**config.mk**
```make
export PLATFORM = sky130hd
export DESIGN_NAME = adc_frame_tx
export DESIGN_NICKNAME = d
export VERILOG_FILES = /design/src/rtl/adc_link_pkg.sv /design/src/rtl/adc_lane_shifter.sv /design/src/rtl/adc_frame_tx.sv
export SDC_FILE = /design/constraint.sdc
export NUM_CORES = 1
export LEC_CHECK = 0
export CAP_MARGIN = 20
export CORE_ASPECT_RATIO = 2
export CORE_MARGIN = 4
export CORE_UTILIZATION = 30
export CTS_CLUSTER_SIZE = 16
export DETAILED_ROUTE_END_ITERATION = 10
export SYNTH_ARGS = -nofsm -noshare
export SYNTH_HDL_FRONTEND = slang
export SYNTH_SLANG_ARGS = --single-unit
```
**constraint.sdc**
```tcl
create_clock -name clk -period 4.85 [get_ports clk]
set_input_delay 1.455 -clock clk [delete_from_list [all_inputs] [get_ports clk]]
set_output_delay 1.455 -clock clk [all_outputs]
set_load 0.03 [all_outputs]
```
**src/rtl/adc_link_pkg.sv**
```systemverilog
// Shared types and constants for the serial dual-ADC link.
// The frame transmitter and its receive-side bench sources both use them.
package adc_link_pkg;

  localparam int ADC_FRAME_LEN  = 16;
  localparam int ADC_LEAD_ZEROS = 2;
  localparam int ADC_DATA_W     = 12;

  typedef logic [11:0] adc_sample_t;

  typedef struct packed {
    adc_sample_t b1;
    adc_sample_t b0;
    adc_sample_t a1;
    adc_sample_t a0;
  } adc_quad_t;

  typedef enum logic [1:0] {
    ST_IDLE,
    ST_SHIFT,
    ST_DONE
  } adc_tx_state_t;

  // Pattern mode derives all four lanes from one ramp value so a receiver can cross-check them.
  function automatic adc_quad_t rampQuad(input adc_sample_t r);
    adc_quad_t q;
    q.a0 = r;
    q.a1 = ~r;
    q.b0 = r + 12'h400;
    q.b1 = r ^ 12'hAAA;
    return q;
  endfunction

endpackage

```
**src/rtl/adc_lane_shifter.sv**
```systemverilog
// One output lane: parallel-load, MSB-first shifter that emits zeros outside the data window.
// The parent owns the bit counter and tells each lane which frame bit is being driven.
module adc_lane_shifter #(
  parameter int DATA_W     = 12,
  parameter int LEAD_ZEROS = 2,
  parameter int CNT_W      = 4
) (
  input  logic              clk,
  input  logic              reset_n,
  input  logic              i_clear,
  input  logic              i_load,
  input  logic              i_advance,
  input  logic [CNT_W-1:0]  i_bitIdx,
  input  logic [DATA_W-1:0] i_data,
  output logic              o_bit
);

  logic [DATA_W-1:0] r_shreg;
  logic              r_bit;
  logic [DATA_W-1:0] w_src;
  logic              w_inData;

  always_comb begin
    w_src    = i_load ? i_data : r_shreg;
    w_inData = (int'(i_bitIdx) >= LEAD_ZEROS) && (int'(i_bitIdx) < LEAD_ZEROS + DATA_W);
  end

  // The shift register only moves while a data bit is emitted, so padding bits leave it intact.
  always_ff @(posedge clk) begin
    if (!reset_n) begin
      r_shreg <= '0;
      r_bit   <= 1'b0;
    end else if (i_clear) begin
      r_bit <= 1'b0;
    end else if (i_load || i_advance) begin
      r_bit <= w_inData & w_src[DATA_W-1];
      if (w_inData) r_shreg <= {w_src[DATA_W-2:0], 1'b0};
      else          r_shreg <= w_src;
    end
  end

  assign o_bit = r_bit;

endmodule

```
**src/rtl/adc_frame_tx.sv**
```systemverilog
// Serial-ADC frame transmitter: drives four lanes MSB-first on each chip-select frame,
// sourcing samples from a one-deep hold register or from an internal ramp pattern.
module adc_frame_tx
  import adc_link_pkg::*;
#(
  parameter int DATA_W     = 12,
  parameter int LEAD_ZEROS = 2,
  parameter int FRAME_LEN  = 16,
  parameter int RAMP_STEP  = 1
) (
  input  logic                clk,
  input  logic                reset_n,
  input  logic                ad_cs_n,
  output logic [1:0]          ad_sdata_a,
  output logic [1:0]          ad_sdata_b,
  input  logic [4*DATA_W-1:0] smp_data,
  input  logic                smp_valid,
  output logic                smp_ready,
  input  logic                pattern_en,
  output logic                busy,
  output logic [15:0]         frame_cnt,
  output logic [15:0]         underrun_cnt
);

  localparam int                CNT_W    = $clog2(FRAME_LEN);
  localparam logic [CNT_W-1:0]  LAST_BIT = CNT_W'(FRAME_LEN - 1);

  adc_tx_state_t    r_state;
  logic             r_csPrev;
  logic [CNT_W-1:0] r_bitCnt;
  logic             r_busy;
  logic [15:0]      r_frameCnt;
  logic [15:0]      r_underrunCnt;
  adc_sample_t      r_ramp;
  adc_quad_t        r_hold;
  logic             r_holdFull;
  adc_quad_t        r_lastSent;

  logic             w_start;
  logic             w_advance;
  logic             w_clear;
  logic             w_accept;
  logic [CNT_W-1:0] w_nextCnt;
  logic [CNT_W-1:0] w_bitIdx;
  adc_quad_t        w_loadQuad;
  logic             w_a0, w_a1, w_b0, w_b1;

  // A frame starts only on a fresh cs fall seen from IDLE; holding cs low never re-triggers.
  always_comb begin
    w_start    = (r_state == ST_IDLE) && !ad_cs_n && r_csPrev;
    w_nextCnt  = r_bitCnt + 1'b1;
    w_advance  = (r_state == ST_SHIFT) && !ad_cs_n && (r_bitCnt != LAST_BIT);
    w_clear    = (r_state == ST_SHIFT) && !w_advance;
    w_bitIdx   = w_start ? '0 : w_nextCnt;
    w_accept   = smp_valid && !r_holdFull;
    if (pattern_en)      w_loadQuad = rampQuad(r_ramp);
    else if (r_holdFull) w_loadQuad = r_hold;
    else                 w_loadQuad = r_lastSent;
  end

  // Accept and frame-load of the hold register are exclusive: accept needs it empty, load needs it full.
  always_ff @(posedge clk) begin
    if (!reset_n) begin
      r_state       <= ST_IDLE;
      r_csPrev      <= 1'b1;
      r_bitCnt      <= '0;
      r_busy        <= 1'b0;
      r_frameCnt    <= '0;
      r_underrunCnt <= '0;
      r_ramp        <= '0;
      r_hold        <= '0;
      r_holdFull    <= 1'b0;
      r_lastSent    <= '0;
    end else begin
      r_csPrev <= ad_cs_n;
      if (w_accept) begin
        r_hold     <= adc_quad_t'(smp_data);
        r_holdFull <= 1'b1;
      end
      case (r_state)
        ST_IDLE: begin
          if (w_start) begin
            r_state  <= ST_SHIFT;
            r_bitCnt <= '0;
            r_busy   <= 1'b1;
            if (pattern_en) begin
              r_ramp <= r_ramp + adc_sample_t'(RAMP_STEP);
            end else if (r_holdFull) begin
              r_holdFull <= 1'b0;
              r_lastSent <= r_hold;
            end else if (r_underrunCnt != 16'hFFFF) begin
              r_underrunCnt <= r_underrunCnt + 16'd1;
            end
          end
        end
        ST_SHIFT: begin
          if (ad_cs_n) begin
            r_state <= ST_IDLE;
            r_busy  <= 1'b0;
          end else if (r_bitCnt == LAST_BIT) begin
            r_state <= ST_DONE;
            r_busy  <= 1'b0;
          end else begin
            r_bitCnt <= w_nextCnt;
            if (w_nextCnt == LAST_BIT) r_frameCnt <= r_frameCnt + 16'd1;
          end
        end
        ST_DONE: begin
          if (ad_cs_n) r_state <= ST_IDLE;
        end
        default: r_state <= ST_IDLE;
      endcase
    end
  end

  adc_lane_shifter #(.DATA_W(DATA_W), .LEAD_ZEROS(LEAD_ZEROS), .CNT_W(CNT_W)) uLaneA0 (
    .clk(clk), .reset_n(reset_n), .i_clear(w_clear), .i_load(w_start), .i_advance(w_advance),
    .i_bitIdx(w_bitIdx), .i_data(w_loadQuad.a0), .o_bit(w_a0)
  );

  adc_lane_shifter #(.DATA_W(DATA_W), .LEAD_ZEROS(LEAD_ZEROS), .CNT_W(CNT_W)) uLaneA1 (
    .clk(clk), .reset_n(reset_n), .i_clear(w_clear), .i_load(w_start), .i_advance(w_advance),
    .i_bitIdx(w_bitIdx), .i_data(w_loadQuad.a1), .o_bit(w_a1)
  );

  adc_lane_shifter #(.DATA_W(DATA_W), .LEAD_ZEROS(LEAD_ZEROS), .CNT_W(CNT_W)) uLaneB0 (
    .clk(clk), .reset_n(reset_n), .i_clear(w_clear), .i_load(w_start), .i_advance(w_advance),
    .i_bitIdx(w_bitIdx), .i_data(w_loadQuad.b0), .o_bit(w_b0)
  );

  adc_lane_shifter #(.DATA_W(DATA_W), .LEAD_ZEROS(LEAD_ZEROS), .CNT_W(CNT_W)) uLaneB1 (
    .clk(clk), .reset_n(reset_n), .i_clear(w_clear), .i_load(w_start), .i_advance(w_advance),
    .i_bitIdx(w_bitIdx), .i_data(w_loadQuad.b1), .o_bit(w_b1)
  );

  assign ad_sdata_a   = {w_a1, w_a0};
  assign ad_sdata_b   = {w_b1, w_b0};
  assign smp_ready    = !r_holdFull;
  assign busy         = r_busy;
  assign frame_cnt    = r_frameCnt;
  assign underrun_cnt = r_underrunCnt;

endmodule

```
* Yosys cells after proc, flatten, opt, wreduce, memory -nomap -nowiden
Index checks and enable logic that the tools add are counted.
** Word-level totals
- Flip-flop bits (word level) :: 201
- Input port bits :: 53
- Output and inout port bits :: 38
- Logic and storage cells :: 105
** Cells by class
- Add/subtract/negate cells :: 5
- $lt $le $gt $ge :: 2
- Eq/ne operators :: 11
- Multiplexer cells :: 29
- Bitwise operators :: 12
- Reduce and logical (&&, ||, !) cells :: 22
** Operators by type and width (number)
- $mux 12 :: 8
- $mux 48 :: 2
- $add 16x1->16 const B :: 2
- $mux 4 :: 4
- $ne 16x16->1 const B :: 1
- $add 12x1->12 const B :: 1
- $add 12x11->12 const B :: 1
- $not 12->12 :: 1
- $reduce_and 3->1 :: 4
- $eq 4x4->1 const B :: 2
- $mux 1 :: 8
- $mux 2 :: 4
- $pmux 4 s2 :: 1
- $reduce_and 4->1 :: 2
- $logic_and 1x1->1 :: 7
- $ne 2x2->1 const B :: 3
- $not 1->1 :: 6
- $not 6->6 :: 1
- $pmux 2 s3 :: 1
- $reduce_and 5->1 :: 1
- $add 4x1->4 const B :: 1
- $and 1x1->1 :: 4
- $ge 4x2->1 const B :: 1
- $lt 4x4->1 const B :: 1
- 12 further kinds :: 14

* Logic depth before layout (Yosys ltp)
Gate-level depths: netlist of run 1.
- Depth in word-level cells :: 7
- Gate-level depth with buffers :: 8

* By module
A second synthesis of run 1 with hierarchy kept.
** Unflattened totals
- Cells, all modules :: 1331
- Area total of the unflattened synthesis :: 9978.3 um^2
** By module, submodules not included
- adc_frame_tx :: instances 1, cells an instance 895, area each 6930.4 um^2, sequential area each 2982.9 um^2
- adc_lane_shifter :: instances 4, cells an instance 109, area each 762.0 um^2, sequential area each 260.2 um^2

* Least setup slack after synthesis of run 1
No wires, ideal clock.
- Path type :: input -> register
- From :: input port ad_cs_n
- To :: register r_underrunCnt[5] (netlist: underrun_cnt[5])
- Arrival time :: 2978 ps
- Slack :: 1802 ps
- Stages on the path :: 6
- Buffers on the path :: 1
- Path through :: or4b_1 clkbuf_1 nor3_4 o21ai_1 or3_1 a21oi_1
** On the way
- Longest elaborated chain between the ends :: 4
** Ends and longest elaborated chain
- start: declaration :: line adc_frame_tx.sv:13 : input logic ad_cs_n,
- $logic_not 1->1 :: line adc_frame_tx.sv:50 : w_start = (r_state == ST_IDLE) && !ad_cs_n && r_csPrev;
- $logic_and 1x1->1 (2 in series) :: line adc_frame_tx.sv:50
- $reduce_and 5->1 (no line)
- end signal: assignment :: line adc_frame_tx.sv:92 : r_underrunCnt <= r_underrunCnt + 16'd1;
- end: declaration :: line adc_frame_tx.sv:33 : logic [15:0] r_underrunCnt;
No other way between the ends.
A chain may end at the register's enable or synchronous reset.

* Final worst setup path of run 1
- From :: input port ad_cs_n
- To :: register r_frameCnt[15] (netlist: frame_cnt[15])
** On the way
- Longest elaborated chain between the ends :: 2
** Ends and longest elaborated chain
- $not 1->1 (no line)
- $reduce_and 4->1 (no line)
- end signal: assignment :: line adc_frame_tx.sv:105 : if (w_nextCnt == LAST_BIT) r_frameCnt <= r_frameCnt + 16'd1;
- end: declaration :: line adc_frame_tx.sv:32 : logic [15:0] r_frameCnt;
No other way between the ends.

==> impl_results.rst, run 1 <==
.. list-table::
   :header-rows: 1

   * - Metric
     - Value
   * - Outcome
     - finished clean
   * - Pleak
     - between 3 and 4 nW
   * - Critical-path maximum fanout
     - 14
   * - Setup skew after layout
     - between 0.01 and 0.015 ns
   * - Die W
     - between 100 and 150 um
   * - Final hold violations
     - 0
   * - Cell chain of the critical path
     - clkdlybuf4s50_1 > nor3b_1 > nand3_1 > or4_1 > or3_1 > a21oi_1
   * - Synthesized net count
     - between 1000 and 1500
   * - Netlist Area Pre-Place
     - roughly 9100 um^2
   * - # resized after CTS
     - 0
   * - Share of flip-flops with an asynchronous set or reset after synthesis
     - 0%
   * - H-Tree Depth
     - 1
   * - Actual slew at the worst max-slew pin
     - between 0.7 and 0.8 ns
   * - Total number of yosys warnings
     - 0
   * - Number of port buffers
     - 90
   * - Placeable core region
     - 30070 um^2
   * - Fraction of post-synthesis cell area in the top cell type by area
     - between 40 and 50%
   * - Die Footprint
     - ~33000 um^2
   * - Final weighted congestion of routability-driven global placement
     - a little under 0.9
   * - Initial core utilization
     - a little under a third
   * - CTS tree
     - built
   * - Post-synth top flop
     - sky130_fd_sc_hd__dfxtp_1
   * - Min-delay worst type
     - reg2reg
   * - Clock root buffer
     - sky130_fd_sc_hd__clkbuf_16
   * - Share of layout cells above drive strength 1
     - between 7 and 8%
   * - Number of nets at the end of the flow
     - 1209
   * - Fill cell total of the finished layout
     - roughly 3000
   * - Post-detailed-placement cell area
     - 10320 um^2
   * - Total number of vias
     - 8010
   * - Clock Latency Late Sink
     - just over 0.5 ns
   * - Count of placed standard cells including taps
     - 1498
   * - CP Capture Type
     - flip-flop
   * - Type of the worst setup path
     - in2reg
   * - Number of sinks driven by the clock tree
     - around 200
   * - RSZ-0062 raised after global routing
     - no
   * - Worst Hold Margin
     - approximately 0.45 ns
   * - Highest-delay cell along the critical path
     - sky130_fd_sc_hd__or4_1
   * - Cell taking the most area after synthesis
     - sky130_fd_sc_hd__dfxtp_1
   * - CP Launch Type
     - primary input
   * - Register area share after synthesis
     - between 40% and 50%
   * - Half-perimeter wire length after detailed placement
     - 18610 um
   * - Die height
     - roughly 250 um
   * - Largest net degree at the start of global routing
     - 51
   * - Initial antenna violation count
     - 0
   * - Number of buffers added by the clock tree synthesis step
     - 19
   * - Residual overflow from global routing
     - 0
   * - Worst EP arrival
     - between 4 and 5 ns
   * - Standard-cell row count
     - 90
   * - Cts hold-fix bufs
     - 0
   * - Cell variety after synth
     - 59
   * - Global-route wire length before repair
     - ~42000 um
   * - Worst vdd rail ir drop
     - ~0.00022 V
   * - Antenna diode instance count
     - 0
   * - Number of buffers inserted by post-CTS setup repair
     - 0
   * - Final cell area excluding filler cells
     - ~11000 um^2
   * - Tightest slew margin relative to the limit
     - a little under 50%
   * - Synthesized netlist cell count
     - between 1000 and 1500
   * - Number of violations of the max-capacitance limit
     - 0
   * - Power per cell area
     - roughly 330 nW/um^2
   * - Via count of the first global-routing pass
     - about 8000
   * - Required time of the critical path
     - 5.28 ns
   * - Count of antenna-violating nets left after detailed routing
     - 0
   * - First-iteration detailed-routing DRC count
     - 528
   * - Setup TNS
     - 0 ns
   * - Biggest cell delay along the critical path
     - roughly 0.67 ns
   * - Boundary Pins
     - 91
   * - Final count of negative-setup-slack endpoints
     - 0
   * - GRT Overall Usage
     - between 15 and 20%
   * - Share of the cycle needed by the critical path after routing
     - between 70% and 80%
   * - Number of enable-type register cells in the synthesized netlist
     - 0
   * - Count of TritonRoute iterations in the first routing pass
     - 7
   * - Achievable clock frequency
     - ~280 MHz
   * - Final Max Slew Viols
     - 0
   * - Total wire length
     - ~26000 um
   * - Clock transition at the registers of the reported paths
     - 0.06 ns
   * - Routed vias/inst
     - around 5.2
   * - Area growth syn-to-layout
     - 19.95%
   * - Synth area leaders
     - sky130_fd_sc_hd__dfxtp_1 (44%), sky130_fd_sc_hd__nand2_1 (10%), sky130_fd_sc_hd__a21oi_1 (8.2%)
   * - Reg2Reg Setup Slack
     - ~1.9 ns
   * - Flip-flop and latch count after synthesis
     - around 200
   * - Post-synthesis average cell area
     - ~8.3 um^2
   * - Wire length per cell
     - about 17 um
   * - # DRC
     - 0
   * - Non-filler cells, final
     - about 1500
   * - Period minus WS final
     - 3.592 ns
   * - Clk buf depth
     - 3
-- logic make-up after synthesis --
group / after synthesis / synth area share (%)
flip-flops: 201 / 44.10
XOR/XNOR: 36 / 3.455
multiplexers: 46 / 5.553
buffers and inverters: 92 / 4.223
adder cells (fa/ha/maj): 5 / 0.6856
AND/OR/NAND/NOR: 434 / 21.38
AO/OA/AOI/OAI: 288 / 20.61
-- routing by layer --
layer	GRT usage [%]	vias up	share of wire (%)
met5	0	-	0
met4	7.239	0	4.1
met3	2.053	61	4.3
met2	29.59	217	53
met1	16.26	3778	39
li1	-	3954	-
-- cell usage in the layout (no fill, tap or decap), types with 5 or more instances in the layout --
cell,count
sky130_fd_sc_hd__mux2_2,27
sky130_fd_sc_hd__nand3_1,18
sky130_fd_sc_hd__nor3_1,7
sky130_fd_sc_hd__a21oi_1,150
sky130_fd_sc_hd__o21ai_0,30
sky130_fd_sc_hd__nor2b_1,7
sky130_fd_sc_hd__xor2_1,18
sky130_fd_sc_hd__nor4_1,9
sky130_fd_sc_hd__clkbuf_8,5
sky130_fd_sc_hd__nand4_1,9
sky130_fd_sc_hd__and2_1,14
sky130_fd_sc_hd__nand2b_1,8
sky130_fd_sc_hd__mux2i_1,18
sky130_fd_sc_hd__o2111a_1,8
sky130_fd_sc_hd__nor3b_1,6
sky130_fd_sc_hd__and3_1,13
sky130_fd_sc_hd__nor2_1,72
sky130_fd_sc_hd__a211oi_1,18
sky130_fd_sc_hd__buf_4,22
sky130_fd_sc_hd__clkbuf_16,19
sky130_fd_sc_hd__a221o_1,43
sky130_fd_sc_hd__ha_1,5
sky130_fd_sc_hd__inv_1,7
sky130_fd_sc_hd__dfxtp_1,200
sky130_fd_sc_hd__nand2_1,246
sky130_fd_sc_hd__or3_1,5
sky130_fd_sc_hd__xnor2_1,18
sky130_fd_sc_hd__clkdlybuf4s50_1,89
sky130_fd_sc_hd__o21a_1,8
-- power breakdown --
part           switching [W]  leakage (nW)  internal, W
clock               0.000660         0.306     0.000852
combinational       0.000200          1.88     0.000131
sequential         0.0000427          1.63      0.00170
-- worst max-delay path: cells and delay by family --
family	cells	cell delay, ns
AND/OR/NAND/NOR	4	1.90
AO/OA/AOI/OAI	1	0.15
buffers and inverters	1	0.51
-- layout make-up --
cell class / count / area (um^2) / area share, %
Timing Repair Buffer: 112 / 1061 / 9.694
Tap cell: 368 / 460.4 / 4.207
Inverter: 8 / 32.53 / 0.2972
Clock inverter: 8 / 73.82 / 0.6744
Multi-Input combinational cell: 809 / 4745 / 43.35
Clock buffer: 25 / 548.0 / 5.007
Sequential cell: 201 / 4025 / 36.77
-- cell usage after synthesis (9+ instances only) --
cell,n
sky130_fd_sc_hd__nand2_1,246
sky130_fd_sc_hd__xnor2_1,18
sky130_fd_sc_hd__and2_1,14
sky130_fd_sc_hd__a21oi_1,150
sky130_fd_sc_hd__mux2i_1,18
sky130_fd_sc_hd__nor2_1,72
sky130_fd_sc_hd__dfxtp_1,201
sky130_fd_sc_hd__mux2_2,27
sky130_fd_sc_hd__o21ai_0,30
sky130_fd_sc_hd__nand3_1,18
sky130_fd_sc_hd__xor2_1,18
sky130_fd_sc_hd__a211oi_1,18
sky130_fd_sc_hd__nand4_1,9
sky130_fd_sc_hd__clkbuf_1,68
sky130_fd_sc_hd__nor4_1,9
sky130_fd_sc_hd__and3_1,13
sky130_fd_sc_hd__a221o_1,43
-- path summary, 6_finish.rpt --
| check | start | to | depth (start not counted) |
|---|---|---|---|
| max reg2reg | r_bitCnt[0]$_SDFFE_PN0P_ | uLaneB1.r_shreg[9]$_SDFFE_PN0P_ | 8 |
| min reg2reg | r_lastSent[24]$_SDFFE_PN0P_ | r_lastSent[24]$_SDFFE_PN0P_ | 2 |
| max | ad_cs_n | frame_cnt[15]$_SDFFE_PN0P_ | 6 |
| min | r_lastSent[24]$_SDFFE_PN0P_ | r_lastSent[24]$_SDFFE_PN0P_ | 2 |
-- metrics by stage --
step | worst slack (ns) | total power [W] | util (%)
global placement | 0.7820 | 0.002111 | 34.34
global route | 1.100 | 0.003723 | 36.40
floorplan | 1.802 | 0.001979 | -
finish | 1.258 | 0.003590 | 36.40
detailed placement | 0.7059 | 0.002116 | 34.34
CTS | 1.232 | 0.003632 | 36.40
-- state kept, by name, indices dropped and copies added, names as in the netlist --
register / flops
uLaneA1.o_bit: 1
frame_cnt: 16
uLaneB1.o_bit: 1
uLaneA0.o_bit: 1
uLaneB0.r_shreg: 12
uLaneA0.r_shreg: 12
r_state: 2
uLaneB0.o_bit: 1
r_hold: 48
uLaneB1.r_shreg: 12
uLaneA1.r_shreg: 12
r_lastSent: 48
r_ramp: 12
busy: 1
r_holdFull: 1
underrun_cnt: 16
r_csPrev: 1
r_bitCnt: 4
Note: power is estimated with default switching activity, not from simulation.
==> run 2: changes to the inputs <==
==> constraint.sdc (replaced) <==
create_clock -name clk -period 3.1 [get_ports clk]
set_input_delay 0.93 -clock clk [delete_from_list [all_inputs] [get_ports clk]]
set_output_delay 0.93 -clock clk [all_outputs]
set_load 0.03 [all_outputs]
==> impl_results.rst, run 2 (synthesis gave the netlist of run 1 again) <==
.. list-table::
   :header-rows: 1

   * - Metric
     - Value
   * - Share of layout cells above drive strength 1
     - 9.322% (+1.3 points)
   * - Total wire length
     - 25840 um (-1.7%)
   * - Sequential power share
     - 46.1% (-2.6 points)
   * - Gate family responsible for the most delay along the worst path
     - simple AND/OR/NAND/NOR gates
   * - Global-route wire length before repair
     - 41480 um (-1.5%)
   * - Clock root buffer
     - sky130_fd_sc_hd__clkbuf_16
   * - Die W
     - 131.3 um (unchanged)
   * - Most common cell after layout, fill and taps aside
     - sky130_fd_sc_hd__nand2_1
   * - Number of buffers inserted by post-CTS setup repair
     - 0 (unchanged)
   * - Pleak
     - 3.979 nW (+4.1%)
   * - CP Launch Type
     - flip-flop
   * - Number of nets at the end of the flow
     - 1226 (+1.4%)
   * - Number of sinks driven by the clock tree
     - 201 (unchanged)
   * - Via count of the first global-routing pass
     - 7852 (+0.038%)
   * - H-Tree Depth
     - 1 (unchanged)
   * - Final count of negative-setup-slack endpoints
     - 0 (unchanged)
   * - Finished Core Util
     - 37.52% (+1.1 points)
   * - Initial antenna violation count
     - 0 (unchanged)
   * - Largest net degree at the start of global routing
     - 122 (+140%)
   * - Placeable core region
     - 30070 um^2 (unchanged)
   * - Count of TritonRoute iterations in the first routing pass
     - 4 (-3)
   * - Cell chain of the critical path
     - inv_1 > ha_1 > and3_1 > mux4_2 > a21o_1 > nor3_1 > a221o_1
   * - Number of buffers added by the clock tree synthesis step
     - 20 (+1)
   * - Period minus WS final
     - between 2 and 3 ns
   * - Cts hold-fix bufs
     - 0 (unchanged)
   * - Reg2Reg Setup Slack
     - 0.22 ns (-1.66 ns)
   * - Wire length per cell
     - 16.69 um (-2.8%)
   * - Outcome
     - finished clean
   * - CP Capture Type
     - flip-flop
   * - Most used cells in the layout excluding fill and tap cells
     - sky130_fd_sc_hd__nand2_1 (246), sky130_fd_sc_hd__dfxtp_1 (200), sky130_fd_sc_hd__a21oi_1 (150)
   * - Fill cell total of the finished layout
     - 2995 (-1.5%)
   * - Standard-cell row count
     - 90 (unchanged)
   * - Min-Delay Startpoint
     - r_lastSent[24]$_SDFFE_PN0P_
   * - Min-delay worst type
     - reg2reg
   * - End of the worst register-to-register path
     - uLaneA1.r_shreg[11]$_SDFFE_PN0P_
   * - Post-Place Worst Slack
     - -0.03941 ns (-0.7453 ns)
   * - Clk buf depth
     - 3 (unchanged)
   * - RSZ-0062 raised after global routing
     - no
   * - Setup TNS
     - 0 ns (unchanged)
   * - Power per cell area
     - 523.8 nW/um^2 (+60%)
   * - CTS tree
     - built
   * - Routed vias/inst
     - 5.151 (-1.5%)
   * - Top flop regs
     - r_hold (48), r_lastSent (48)
   * - Setup slack of the critical path after layout
     - 0.2247 ns (-1.033 ns)
   * - Internal power consumption
     - 0.004486 W (+67%)
   * - GRT Overall Usage
     - 15.03% (-0.24 points)
   * - First-iteration detailed-routing DRC count
     - 503 (-4.7%)
   * - Tightest slew margin relative to the limit
     - 32.90% (-16 points)
   * - Final weighted congestion of routability-driven global placement
     - 0.8569 (-3.1%)
   * - Highest-delay cell along the critical path
     - sky130_fd_sc_hd__nor3_1
   * - Initial core utilization
     - 30.35% (unchanged)
   * - # DRC
     - 0 (unchanged)
   * - Total number of vias
     - 7974 (-0.45%)
   * - Relative contribution of the clock network to total power
     - 44.4% (+2.3 points)
   * - Final Max Slew Viols
     - 0 (unchanged)
   * - Area growth syn-to-layout
     - 23.61%
   * - Crit path buffers/inverters
     - 1 (unchanged)
   * - Final hold violations
     - 0 (unchanged)
   * - Hold Path Depth
     - 2 (unchanged)
   * - # resized after CTS
     - 0 (unchanged)
   * - Path depth of the worst reg2reg path
     - 7 (-1)
   * - Antenna diode instance count
     - 0 (unchanged)
   * - Setup skew after layout
     - 0.008552 ns (-0.002854 ns)
   * - Endpoint with the worst hold slack
     - r_lastSent[24]$_SDFFE_PN0P_
   * - Actual slew at the worst max-slew pin
     - 1.003 ns (+0.2406 ns)
   * - Clock transition at the registers of the reported paths
     - 0.07 ns (about the same)
   * - Boundary Pins
     - 91 (unchanged)
   * - Die height
     - 254.6 um (unchanged)
   * - Tot Pwr
     - 0.005909 W (+65%)
   * - Number of violations of the max-capacitance limit
     - 0 (unchanged)
   * - Worst Hold Margin
     - 0.4478 ns (-0.001002 ns)
   * - Achievable clock frequency
     - around 350 MHz
   * - Count of antenna-violating nets left after detailed routing
     - 0 (unchanged)
   * - Biggest cell delay along the critical path
     - 0.59 ns (-0.08 ns)
   * - Worst vdd rail ir drop
     - 0.0003034 V (+37%)
   * - Required time of the critical path
     - 3.54 ns (-1.74 ns)
   * - Switching power
     - 0.001423 W (+58%)
   * - Clock Latency Late Sink
     - 0.50 ns (about the same)
   * - Die Footprint
     - 33440 um^2 (unchanged)
   * - Number of port buffers
     - 90 (unchanged)
   * - Switching part of the total
     - 24.08% (-1.1 points)
   * - Logic pwr share
     - 9.5% (+0.3 points)
   * - Reg-to-reg startpoint
     - r_bitCnt[0]$_SDFFE_PN0P_
   * - Residual overflow from global routing
     - 0 (unchanged)
   * - Type of the worst setup path
     - reg2reg
   * - Half-perimeter wire length after detailed placement
     - 18120 um (-2.6%)
   * - Worst EP arrival
     - 3.32 ns (-0.70 ns)
   * - Share of the cycle needed by the critical path after routing
     - just over 90%
   * - Critical-path maximum fanout
     - 8 (-6)
## run 2: cell count changes in the layout (fill, tap and decap cells not counted), sizes merged
cell and change:
bufinv +2, clkbuf +1, clkinv -3, buf +16, clkinvlp +1
## run 2: layer usage
| metal | vias up | routed length [um] | track usage, % |
|---|---|---|---|
| met2 | 200 | 13420 | 27.85 |
| met4 | 0 | 1557 | 8.982 |
| met5 | - | 0 | 0 |
| met3 | 66 | 1028 | 1.717 |
| met1 | 3713 | 9838 | 16.47 |
| li1 | 3995 | - | - |
## run 2: per-stage QoR
stage	instances	area (um^2)
after floorplan	1102	9125
after global placement	1514	10570
after detailed placement	1514	10570
after CTS	1548	11280
after global routing	1548	11280
final	1548	11280
## run 2: worst max path at each step
stage	startpoint	endpoint	slack, ns	cells past startpoint
2_1_floorplan	r_bitCnt[0]$_SDFFE_PN0P_	uLaneA1.r_shreg[5]$_SDFFE_PN0P_	0.56	8
3_3_place_gp	ad_cs_n	uLaneA0.r_shreg[9]$_SDFFE_PN0P_	0.02	8
3_5_place_dp	ad_cs_n	uLaneA0.r_shreg[9]$_SDFFE_PN0P_	-0.04	8
4_1_cts	r_bitCnt[0]$_SDFFE_PN0P_	uLaneA1.r_shreg[11]$_SDFFE_PN0P_	0.23	7
5_1_grt	r_bitCnt[0]$_SDFFE_PN0P_	uLaneA0.r_shreg[1]$_SDFFE_PN0P_	0.07	7
6_report	r_bitCnt[0]$_SDFFE_PN0P_	uLaneA1.r_shreg[11]$_SDFFE_PN0P_	0.22	7
## run 2: power by group through the flow
stage	Clock, W	Combinational (W)	Sequential, W
after CTS	0.00270	0.000566	0.00273
final	0.00262	0.000560	0.00273
after global routing	0.00277	0.000612	0.00273
after floorplan	0	0.000330	0.00277
after detailed placement	0	0.000564	0.00278
after global placement	0	0.000558	0.00278
## run 2: layout make-up
cell class	instances	area, um^2	share of cell area [%]
Multi-Input combinational cell	809	4745	42.06
Tap cell	368	460.4	4.082
Sequential cell	201	4025	35.68
Timing Repair Buffer	128	1306	11.58
Clock buffer	26	584.3	5.180
Clock inverter	8	126.4	1.120
Inverter	8	32.53	0.2884
## run 2: worst register-to-register path, cell delays in order (launching register included)
cell and delay [ns]:
sky130_fd_sc_hd__dfxtp_1 0.45, sky130_fd_sc_hd__inv_1 0.10, sky130_fd_sc_hd__ha_1 0.37, sky130_fd_sc_hd__and3_1 0.20, sky130_fd_sc_hd__mux4_2 0.57, sky130_fd_sc_hd__a21o_1 0.29
sky130_fd_sc_hd__nor3_1 0.59, sky130_fd_sc_hd__a221o_1 0.25
